File: src/rtl/jk_pkg.sv
// Shared definitions for JK flip-flop based counters.
//   seek_state_e : controller state encoding (IDLE, SEEK, DONE)
//   JK_*         : {J,K} command patterns for a single JK flip-flop
//   jk_excite()  : minimal {J,K} excitation that moves one flop from
//                  q_cur to q_nxt, with don't-cares resolved to 0
package jk_pkg;

   typedef enum logic [1:0] {
      IDLE = 2'd0,
      SEEK = 2'd1,
      DONE = 2'd2
   } seek_state_e;

   localparam logic [1:0] JK_HOLD = 2'b00;
   localparam logic [1:0] JK_RST  = 2'b01;
   localparam logic [1:0] JK_SET  = 2'b10;
   localparam logic [1:0] JK_TGL  = 2'b11;

   // A bit that stays put gets HOLD, so the toggle pattern is never generated.
   function automatic logic [1:0] jk_excite(input logic q_cur, input logic q_nxt);
      logic [1:0] jk;
      case ({q_cur, q_nxt})
         2'b01:   jk = JK_SET;
         2'b10:   jk = JK_RST;
         default: jk = JK_HOLD;
      endcase
      return jk;
   endfunction

endpackage

File: src/rtl/jk_ff_ar.sv
// Single JK flip-flop with asynchronous active-low reset (Q=0, Qn=1).
//   clk_i  : rising-edge clock
//   rst_ni : asynchronous active-low reset
//   j_i    : J input
//   k_i    : K input
//   q_o    : Q output
//   qn_o   : complementary output, always ~q_o
module jk_ff_ar
   import jk_pkg::*;
(
   input  logic clk_i,
   input  logic rst_ni,
   input  logic j_i,
   input  logic k_i,
   output logic q_o,
   output logic qn_o
);

   logic q_q;
   logic q_d;

   // JK characteristic: hold, reset, set, toggle.
   always_comb begin
      q_d = q_q;
      case ({j_i, k_i})
         JK_HOLD: q_d = q_q;
         JK_RST:  q_d = 1'b0;
         JK_SET:  q_d = 1'b1;
         JK_TGL:  q_d = ~q_q;
         default: q_d = q_q;
      endcase
   end

   // Flop storage with asynchronous clear.
   always_ff @(posedge clk_i or negedge rst_ni) begin
      if (!rst_ni) begin
         q_q <= 1'b0;
      end else begin
         q_q <= q_d;
      end
   end

   assign q_o  = q_q;
   assign qn_o = ~q_q;

endmodule

File: src/rtl/jk_seek_counter.sv
// Target-seeking up/down counter driving a bank of JK flip-flops.
// A target is accepted over a valid/ready handshake; the bank then steps
// one count per cycle toward it (direction chosen by magnitude, no wrap)
// and done pulses for one cycle once Q equals the target.
//   clk, rst_n           : clock, asynchronous active-low reset
//   tgt_valid/tgt_data   : target offer (accepted only in IDLE)
//   tgt_ready            : high in IDLE
//   hold                 : freeze stepping this cycle
//   q, qn                : flop bank outputs
//   j, k                 : excitation applied to the bank this cycle
//   busy, dir, done      : seek in progress, 1 = up, target-reached pulse
module jk_seek_counter
   import jk_pkg::*;
#(
   parameter int WIDTH = 4
) (
   input  logic             clk,
   input  logic             rst_n,
   input  logic             tgt_valid,
   input  logic [WIDTH-1:0] tgt_data,
   output logic             tgt_ready,
   input  logic             hold,
   output logic [WIDTH-1:0] q,
   output logic [WIDTH-1:0] qn,
   output logic [WIDTH-1:0] j,
   output logic [WIDTH-1:0] k,
   output logic             busy,
   output logic             dir,
   output logic             done
);

   localparam logic [WIDTH-1:0] ONE = WIDTH'(1);

   seek_state_e      state_q, state_d;
   logic [WIDTH-1:0] target_q, target_d;
   logic             dir_q, dir_d;

   logic [WIDTH-1:0] q_s;
   logic [WIDTH-1:0] qn_s;
   logic [WIDTH-1:0] nxt_s;
   logic [WIDTH-1:0] j_s;
   logic [WIDTH-1:0] k_s;

   // Candidate next count; direction never wraps because it is chosen by magnitude.
   always_comb begin
      if (dir_q) begin
         nxt_s = q_s + ONE;
      end else begin
         nxt_s = q_s - ONE;
      end
   end

   // Per-bit excitation, only while actively stepping.
   always_comb begin
      j_s = '0;
      k_s = '0;
      if ((state_q == SEEK) && !hold) begin
         for (int b = 0; b < WIDTH; b++) begin
            {j_s[b], k_s[b]} = jk_excite(q_s[b], nxt_s[b]);
         end
      end else begin
         j_s = '0;
         k_s = '0;
      end
   end

   // Controller next-state logic.
   always_comb begin
      state_d  = state_q;
      target_d = target_q;
      dir_d    = dir_q;
      case (state_q)
         IDLE: begin
            if (tgt_valid) begin
               target_d = tgt_data;
               dir_d    = (tgt_data > q_s);
               if (tgt_data == q_s) begin
                  state_d = DONE;
               end else begin
                  state_d = SEEK;
               end
            end else begin
               state_d = IDLE;
            end
         end
         SEEK: begin
            // Leave on the same edge that loads the final count.
            if (!hold && (nxt_s == target_q)) begin
               state_d = DONE;
            end else begin
               state_d = SEEK;
            end
         end
         DONE: begin
            state_d = IDLE;
         end
         default: begin
            state_d = IDLE;
         end
      endcase
   end

   // Controller state registers.
   always_ff @(posedge clk or negedge rst_n) begin
      if (!rst_n) begin
         state_q  <= IDLE;
         target_q <= '0;
         dir_q    <= 1'b0;
      end else begin
         state_q  <= state_d;
         target_q <= target_d;
         dir_q    <= dir_d;
      end
   end

   for (genvar g = 0; g < WIDTH; g++) begin : g_bank
      jk_ff_ar u_ff (
         .clk_i  (clk),
         .rst_ni (rst_n),
         .j_i    (j_s[g]),
         .k_i    (k_s[g]),
         .q_o    (q_s[g]),
         .qn_o   (qn_s[g])
      );
   end

   assign q         = q_s;
   assign qn        = qn_s;
   assign j         = j_s;
   assign k         = k_s;
   assign dir       = dir_q;
   assign tgt_ready = (state_q == IDLE);
   assign busy      = (state_q == SEEK);
   assign done      = (state_q == DONE);

endmodule

File: config.mk
export PLATFORM = sky130hd
export DESIGN_NAME = jk_seek_counter
export DESIGN_NICKNAME = d
export VERILOG_FILES = /design/src/rtl/jk_pkg.sv /design/src/rtl/jk_ff_ar.sv /design/src/rtl/jk_seek_counter.sv
export SDC_FILE = /design/constraint.sdc
export NUM_CORES = 1
export LEC_CHECK = 0
export BUFFER_PORTS_ARGS = -buffer_cell sky130_fd_sc_hd__buf_2
export CAP_MARGIN = 20
export CORE_MARGIN = 10
export CORE_UTILIZATION = 30
export DETAILED_ROUTE_END_ITERATION = 6
export SYNTH_ARGS = -nofsm -noshare
export SYNTH_HDL_FRONTEND = slang
export SYNTH_HIERARCHICAL = 1
export SYNTH_SLANG_ARGS = --single-unit
File: constraint.sdc
create_clock -name clk -period 5.7 [get_ports clk]
set_input_delay 0.285 -clock clk [delete_from_list [all_inputs] [get_ports clk]]
set_output_delay 0.285 -clock clk [all_outputs]
set_load 0.01 [all_outputs]
# Yosys cells after proc, flatten, opt, wreduce, memory -nomap -nowiden
# Index checks and enable logic that the tools add are counted.
# Widths: inputs -> output; s select.
[classes] addsub=2 n_mul=0 div=0 order_cmp=1 n_eq_ne=24 n_shift=0 n_mux=15 bitwise=4 reduce_logical=9
[ops] op="$eq 2x2->1 const B" n=13
[ops] op="$pmux 2 s2" n=5
[ops] op="$eq 2x1->1 const B" n=9
[ops] op="$mux 4" n=3
[ops] op="$pmux 1 s3" n=4
[ops] op="$logic_not 2->1" n=5
[ops] op="$eq 4x4->1" n=2
[ops] op="$mux 2" n=3
[ops] op="$add 4x1->4 const B" n=1
[ops] op="$gt 4x4->1" n=1
[ops] op="$not 1->1" n=4
[ops] op="$sub 4x1->4 const B" n=1
[ops] op="$logic_and 1x1->1" n=2
[ops] op="$reduce_and 2->1" n=1
[ops] op="$logic_not 1->1" n=1
[word_totals] ff_bits=11 latch_bits=0 ramBits=0 rom_bits=0 in_bits=8 output_inout_bits=20 word_cells=62 mem_count=0

# Longest topological paths before layout
[logic_depth] word_depth=7 ltp_mapped=8 depth_no_buf=8

# Modules after synthesis
# Netlist, hierarchy kept.
[by_module_without_submodules] mod="jk_seek_counter" n_inst=1 cells_per_inst=69 area_each_um2=583.1 seq_area_each_um2=175.2
[by_module_without_submodules] mod="jk_ff_ar" n_inst=4 cells_per_inst=4 area_each_um2=37.5 seq_area_each_um2=25.0

# Worst setup path before layout
# OpenSTA, ideal clock, no wires.
[synth_timing] path_kind="register -> register" startpoint="reg g_bank[0].u_ff.q_q" endpoint="reg state_q[0]" setup_time_ps=121 t_arrival_ps=2014 t_required_ps=5579 slack_ps=3565 path_stages_with_launch=7 path_buffers=0 period_less_slack_ps=2135 cell_sequence="dfrtp_1 > inv_1 > fa_1 > xor2_1 > xnor2_1 > or4_4 > a22o_1"
[synth_between] elab_chain_len=6 word_cells_on_any_way=10 cone_classes="add/sub (2); eq/ne (2); mux (5); reduce/logical (1)"
[synth_lines] element="from (decl)" line_no="jk_ff_ar.sv:19" rtl="logic q_q;"
[synth_lines] element="from (signal assigned)" line_no="jk_ff_ar.sv:39" rtl="q_q <= q_d;"
[synth_lines] element="$sub 4x1->4 / $add 4x1->4 (equally long branches)" line_no="jk_seek_counter.sv:49, jk_seek_counter.sv:47"
[synth_lines] element="$mux 4" line_no="jk_seek_counter.sv:46" rtl="if (dir_q) begin"
[synth_lines] element="$eq 4x4->1" line_no="jk_seek_counter.sv:88" rtl="if (!hold && (nxt_s == target_q)) begin"
[synth_lines] element="$logic_and 1x1->1" line_no="jk_seek_counter.sv:88"
[synth_lines] element="$mux 2" line_no="jk_seek_counter.sv:88"
[synth_lines] element="$pmux 2 s2 *" line_no="jk_seek_counter.sv:72" rtl="case (state_q)"
[synth_lines] element="net state_d[0]" line_no="jk_seek_counter.sv:34" rtl="seek_state_e state_q, state_d;"
[synth_lines] element="to (signal assigned)" line_no="jk_seek_counter.sv:110" rtl="state_q <= state_d;"
[synth_lines] element="to (decl)" line_no="jk_seek_counter.sv:34"
# Mark *: on every way through the listed nets, which the timed path passes. The rest lies on a longest branch.
# A chain may end at the register's enable or synchronous reset.

# Worst setup path after layout
# Ends and elaborated chain as after synthesis.

==> impl_results.html <==
<table>
<tr><th>Metric</th><th>Value</th></tr>
<tr><th colspan="2">Setup path</th></tr>
<tr><td>Largest delay contributor family on the critical path</td><td>flip-flops</td></tr>
<tr><td>Cell with the largest stage delay on the worst path</td><td>sky130_fd_sc_hd__dfrtp_1</td></tr>
<tr><td>Crit. End Element</td><td>flop</td></tr>
<tr><td>R2R Setup Slk</td><td>3.42 ns</td></tr>
<tr><td>Critical path type</td><td>flop to flop</td></tr>
<tr><td>CP peak stage delay</td><td>0.50 ns</td></tr>
<tr><td>Critical path fanouts, max</td><td>9</td></tr>
<tr><td>Buffer and inverter count on the worst path</td><td>1</td></tr>
<tr><td>Source of the critical timing path</td><td>g_bank[0].u_ff/q_o$_DFFE_PN0P_</td></tr>
<tr><td>Startpoint of the worst-slack reg-to-reg timing path</td><td>g_bank[0].u_ff/q_o$_DFFE_PN0P_</td></tr>
<tr><td>Nature of the critical path startpoint</td><td>flop</td></tr>
<tr><td>Worst path cell trace</td><td>inv_1 -&gt; fa_1 -&gt; xor2_1 -&gt; xnor2_1 -&gt; or4_4 -&gt; a22o_1</td></tr>
<tr><td>Required time at the worst-slack endpoint</td><td>5.87 ns</td></tr>
<tr><td>Data arrival, critical path</td><td>2.45 ns</td></tr>
<tr><th colspan="2">Cells and area</th></tr>
<tr><td>Final Instance Count excl. Fillers</td><td>144</td></tr>
<tr><td>Most common cell after layout, fill and taps aside</td><td>sky130_fd_sc_hd__buf_2</td></tr>
<tr><td>Number of nets in the layout</td><td>132</td></tr>
<tr><td>ANT cells</td><td>0</td></tr>
<tr><td>Commonest cells after routing, fill and taps aside</td><td>sky130_fd_sc_hd__buf_2, sky130_fd_sc_hd__nand2_1, sky130_fd_sc_hd__inv_1, sky130_fd_sc_hd__dfrtp_1, sky130_fd_sc_hd__nor2_1</td></tr>
<tr><td>Signed area change from the synthesized netlist to the final layout</td><td>27.65%</td></tr>
<tr><td>Fraction of layout instances using a drive strength above 1</td><td>27.59%</td></tr>
<tr><th colspan="2">STA</th></tr>
<tr><td>Worst Clk Skew</td><td>0.003569 ns</td></tr>
<tr><td>Setup Total Neg Slack</td><td>0 ns</td></tr>
<tr><td>Slew at the pin with the worst max-slew slack</td><td>0.2977 ns</td></tr>
<tr><td>Clock period minus worst slack</td><td>2.283 ns</td></tr>
<tr><td>Final count of pins violating max slew</td><td>0</td></tr>
<tr><td>Timing-limited maximum frequency</td><td>437.9 MHz</td></tr>
<tr><td>WHS</td><td>0.2203 ns</td></tr>
<tr><td>Relative slew slack</td><td>80.08%</td></tr>
<tr><td>Endpoints failing hold</td><td>0</td></tr>
<tr><td>Final worst path period share</td><td>40.06%</td></tr>
<tr><td>Final setup violation count</td><td>0</td></tr>
<tr><td>RSZ-0062 raised after global routing</td><td>false</td></tr>
<tr><th colspan="2">Placement</th></tr>
<tr><td>Cell count after placement</td><td>139</td></tr>
<tr><td>Quantity of I/O buffers inserted on ports</td><td>27</td></tr>
<tr><td>Detail Placement HPWL</td><td>1548 um</td></tr>
<tr><td>Routability congestion estimate from global placement</td><td>0.8045</td></tr>
<tr><th colspan="2">Logic synthesis</th></tr>
<tr><td>Synth Instances</td><td>85</td></tr>
<tr><td>YS warnings</td><td>6</td></tr>
<tr><td>Portion of netlist area occupied by mux cells</td><td>0%</td></tr>
<tr><td>Area fraction in and, or, nand and nor cells after synthesis</td><td>22.87%</td></tr>
<tr><td>Cell taking the most area after synthesis</td><td>sky130_fd_sc_hd__dfrtp_1</td></tr>
<tr><td>Compound-gate portion of the synthesized area</td><td>10.92%</td></tr>
<tr><td>#FFs+latches synth</td><td>11</td></tr>
<tr><td>Post-synth net total</td><td>100</td></tr>
<tr><td>Combinational family with the most area after synthesis</td><td>simple AND/OR/NAND/NOR gates</td></tr>
<tr><td>Netlist cell types</td><td>22</td></tr>
<tr><td>Mapped Avg Cell Area</td><td>8.626 um^2</td></tr>
<tr><td>Portion of the post-synthesis area used by sequential elements</td><td>37.54%</td></tr>
<tr><td>Synth top area cells</td><td>sky130_fd_sc_hd__dfrtp_1, sky130_fd_sc_hd__ha_1, sky130_fd_sc_hd__nand2_1</td></tr>
<tr><td>Xor-xnor portion of the synthesized cell area</td><td>9.556%</td></tr>
<tr><td>Summed instance area of the synthesized netlist</td><td>733.2 um^2</td></tr>
<tr><td>Share of the synthesized area in the top cell type</td><td>37.54%</td></tr>
<tr><td>Adder and majority cell fraction of the synthesized area</td><td>12.97%</td></tr>
<tr><th colspan="2">Clock tree</th></tr>
<tr><td>Clk sinks</td><td>11</td></tr>
<tr><td>TritonCTS Buffers</td><td>3</td></tr>
<tr><td>Maximum buffer depth of the clock tree</td><td>2</td></tr>
<tr><td>Clock root buffer master</td><td>sky130_fd_sc_hd__clkbuf_4</td></tr>
<tr><td>Post-CTS clock slew at the launch and capture registers of the worst setup and hold paths</td><td>0.08 ns</td></tr>
<tr><td>Clk Latency, worst-skew pair</td><td>0.27 ns</td></tr>
<tr><td>TritonCTS clock tree</td><td>done</td></tr>
<tr><td>CTS-repair resized insts</td><td>0</td></tr>
<tr><td>H-tree depth reported by CTS</td><td>1</td></tr>
<tr><th colspan="2">Route</th></tr>
<tr><td>Routed Antenna Nets</td><td>0</td></tr>
<tr><td>Detail-routed net length per standard cell</td><td>12.94 um</td></tr>
<tr><td>Total length of routed wires</td><td>1863 um</td></tr>
<tr><td>Number of search-and-repair iterations in the first detailed-routing pass</td><td>4</td></tr>
<tr><td>Total vias in the final route</td><td>656</td></tr>
<tr><td>Detailed Route Iter0 Violations</td><td>6</td></tr>
<tr><td>Post-detailed-route via-to-cell ratio</td><td>4.556</td></tr>
<tr><td>DRC Markers</td><td>0</td></tr>
<tr><th colspan="2">Floorplan</th></tr>
<tr><td>Initial cell density of the core</td><td>32.22%</td></tr>
<tr><td>Width of the die</td><td>69.44 um</td></tr>
<tr><td>Placement Rows</td><td>17</td></tr>
<tr><td>Core Region</td><td>2276 um^2</td></tr>
<tr><td>Overall die height</td><td>69.44 um</td></tr>
<tr><td>Number of ports placed on the die boundary</td><td>28</td></tr>
<tr><td>Die Area</td><td>4821 um^2</td></tr>
<tr><th colspan="2">Min path</th></tr>
<tr><td>Hold Path Class</td><td>input pin to flop</td></tr>
<tr><td>Worst hold start</td><td>tgt_data[2]</td></tr>
<tr><th colspan="2">Flow run</th></tr>
<tr><td>Number of max-cap violations</td><td>0</td></tr>
<tr><th colspan="2">Power and ir drop</th></tr>
<tr><td>Power density cells</td><td>700.3 nW/um^2</td></tr>
<tr><td>Peak supply drop</td><td>0.3535 mV</td></tr>
<tr><td>Static Leak</td><td>0.5283 nW</td></tr>
<tr><td>PnR Total Power</td><td>0.0006554 W</td></tr>
<tr><th colspan="2">Global route</th></tr>
<tr><td>Initial antenna violation count</td><td>0</td></tr>
<tr><td>First-pass GRT wire length</td><td>3160 um</td></tr>
<tr><td>Total grt overflow</td><td>0</td></tr>
<tr><td>Combined global-route utilization of all metal layers</td><td>7.894%</td></tr>
<tr><td>Maximum number of pins on one net before global-route repair</td><td>12</td></tr>
<tr><td>Number of global-route vias before repair</td><td>713</td></tr>
<tr><th colspan="2">Outcome</th></tr>
<tr><td>Outcome</td><td>completed</td></tr>
</table>
[through the flow]
step | instance area, um^2 | utilization, % | worst slack (ns)
finish | 935.9 | 41.12 | 3.417
global route | 935.9 | 41.12 | 3.252
CTS | 935.9 | 41.12 | 3.422
detailed placement | 899.6 | 39.53 | 3.436
global placement | 899.6 | 39.53 | 3.562
floorplan | 733.2 | - | 3.565
[sequential cells by signal (all words and copies together), names as in the netlist]
name / cells
dir: 1
target_q: 4
state_q: 2
g_bank.u_ff/q_o: 4
[cell type report]
cell class,instances,area [um^2]
Clock buffer,4,26.28
Fill cell,237,1340
Inverter,11,41.29
Multi-Input combinational cell,62,412.9
Sequential cell,11,275.3
Tap cell,28,35.03
Timing Repair Buffer,28,145.1
[final timing paths]
path | endpoint | cells after the start
min in group asynchronous | target_q[0]$_DFFE_PN0P_ | 2
min | target_q[2]$_DFFE_PN0P_ | 3
max in group asynchronous | g_bank[2].u_ff/q_o$_DFFE_PN0P_ | 2
max reg2reg | state_q[0]$_DFF_PN0_ | 6
max | state_q[0]$_DFF_PN0_ | 6
min reg2reg | target_q[3]$_DFFE_PN0P_ | 2
[layer usage]
layer / vias to the layer above / GRT usage [%] / part of all wire, %
met4: 0 / 1.330 / 0
met2: 22 / 11.69 / 42
li1: 340 / - / -
met1: 294 / 9.701 / 50
met5: - / 0 / 0
met3: 0 / 4.565 / 7.7
[kinds of logic (layout without fill, tap and decap cells)]
| group | count (synthesis) | count (layout) |
|---|---|---|
| adder cells (fa/ha/maj) | 7 | 7 |
| flip-flops | 11 | 11 |
| XOR/XNOR | 8 | 8 |
| AND/OR/NAND/NOR | 35 | 35 |
| AO/OA/AOI/OAI | 12 | 12 |
| buffers and inverters | 12 | 43 |
[cell usage after synthesis, drive strengths merged]
master / number
fa: 1
a22o: 1
dfrtp: 11
xor2: 4
ha: 6
o22ai: 2
nor2: 8
a21oi: 6
nor3: 3
or4: 1
and2: 1
a21o: 1
inv: 11
xnor2: 4
nor2b: 2
clkbuf: 1
nand2b: 3
and3: 3
o21ai: 2
nand4: 1
nand2: 13
[worst register-to-register path, stage by stage (launching register included)]
cell and delay [ns]:
sky130_fd_sc_hd__dfrtp_1 0.50, sky130_fd_sc_hd__inv_1 0.13, sky130_fd_sc_hd__fa_1 0.44, sky130_fd_sc_hd__xor2_1 0.30, sky130_fd_sc_hd__xnor2_1 0.13, sky130_fd_sc_hd__or4_4 0.49
sky130_fd_sc_hd__a22o_1 0.19
[where the power goes]
part	total [W]	internal (W)	switching (W)	leakage, nW
Clock	0.0000551	0.0000271	0.0000280	0.0150
Combinational	0.000435	0.000194	0.000240	0.381
Sequential	0.000166	0.000116	0.0000495	0.132
Total	0.000655	0.000338	0.000317	0.528
[repair_timing]
action                                  4_1_cts  5_1_grt
endpoints found under the setup margin        0        0
hold endpoints to repair                     11        0
buffers inserted                              0        0
hold buffers                                  1        0
No activity file was read; power rests on OpenSTA's default activity.
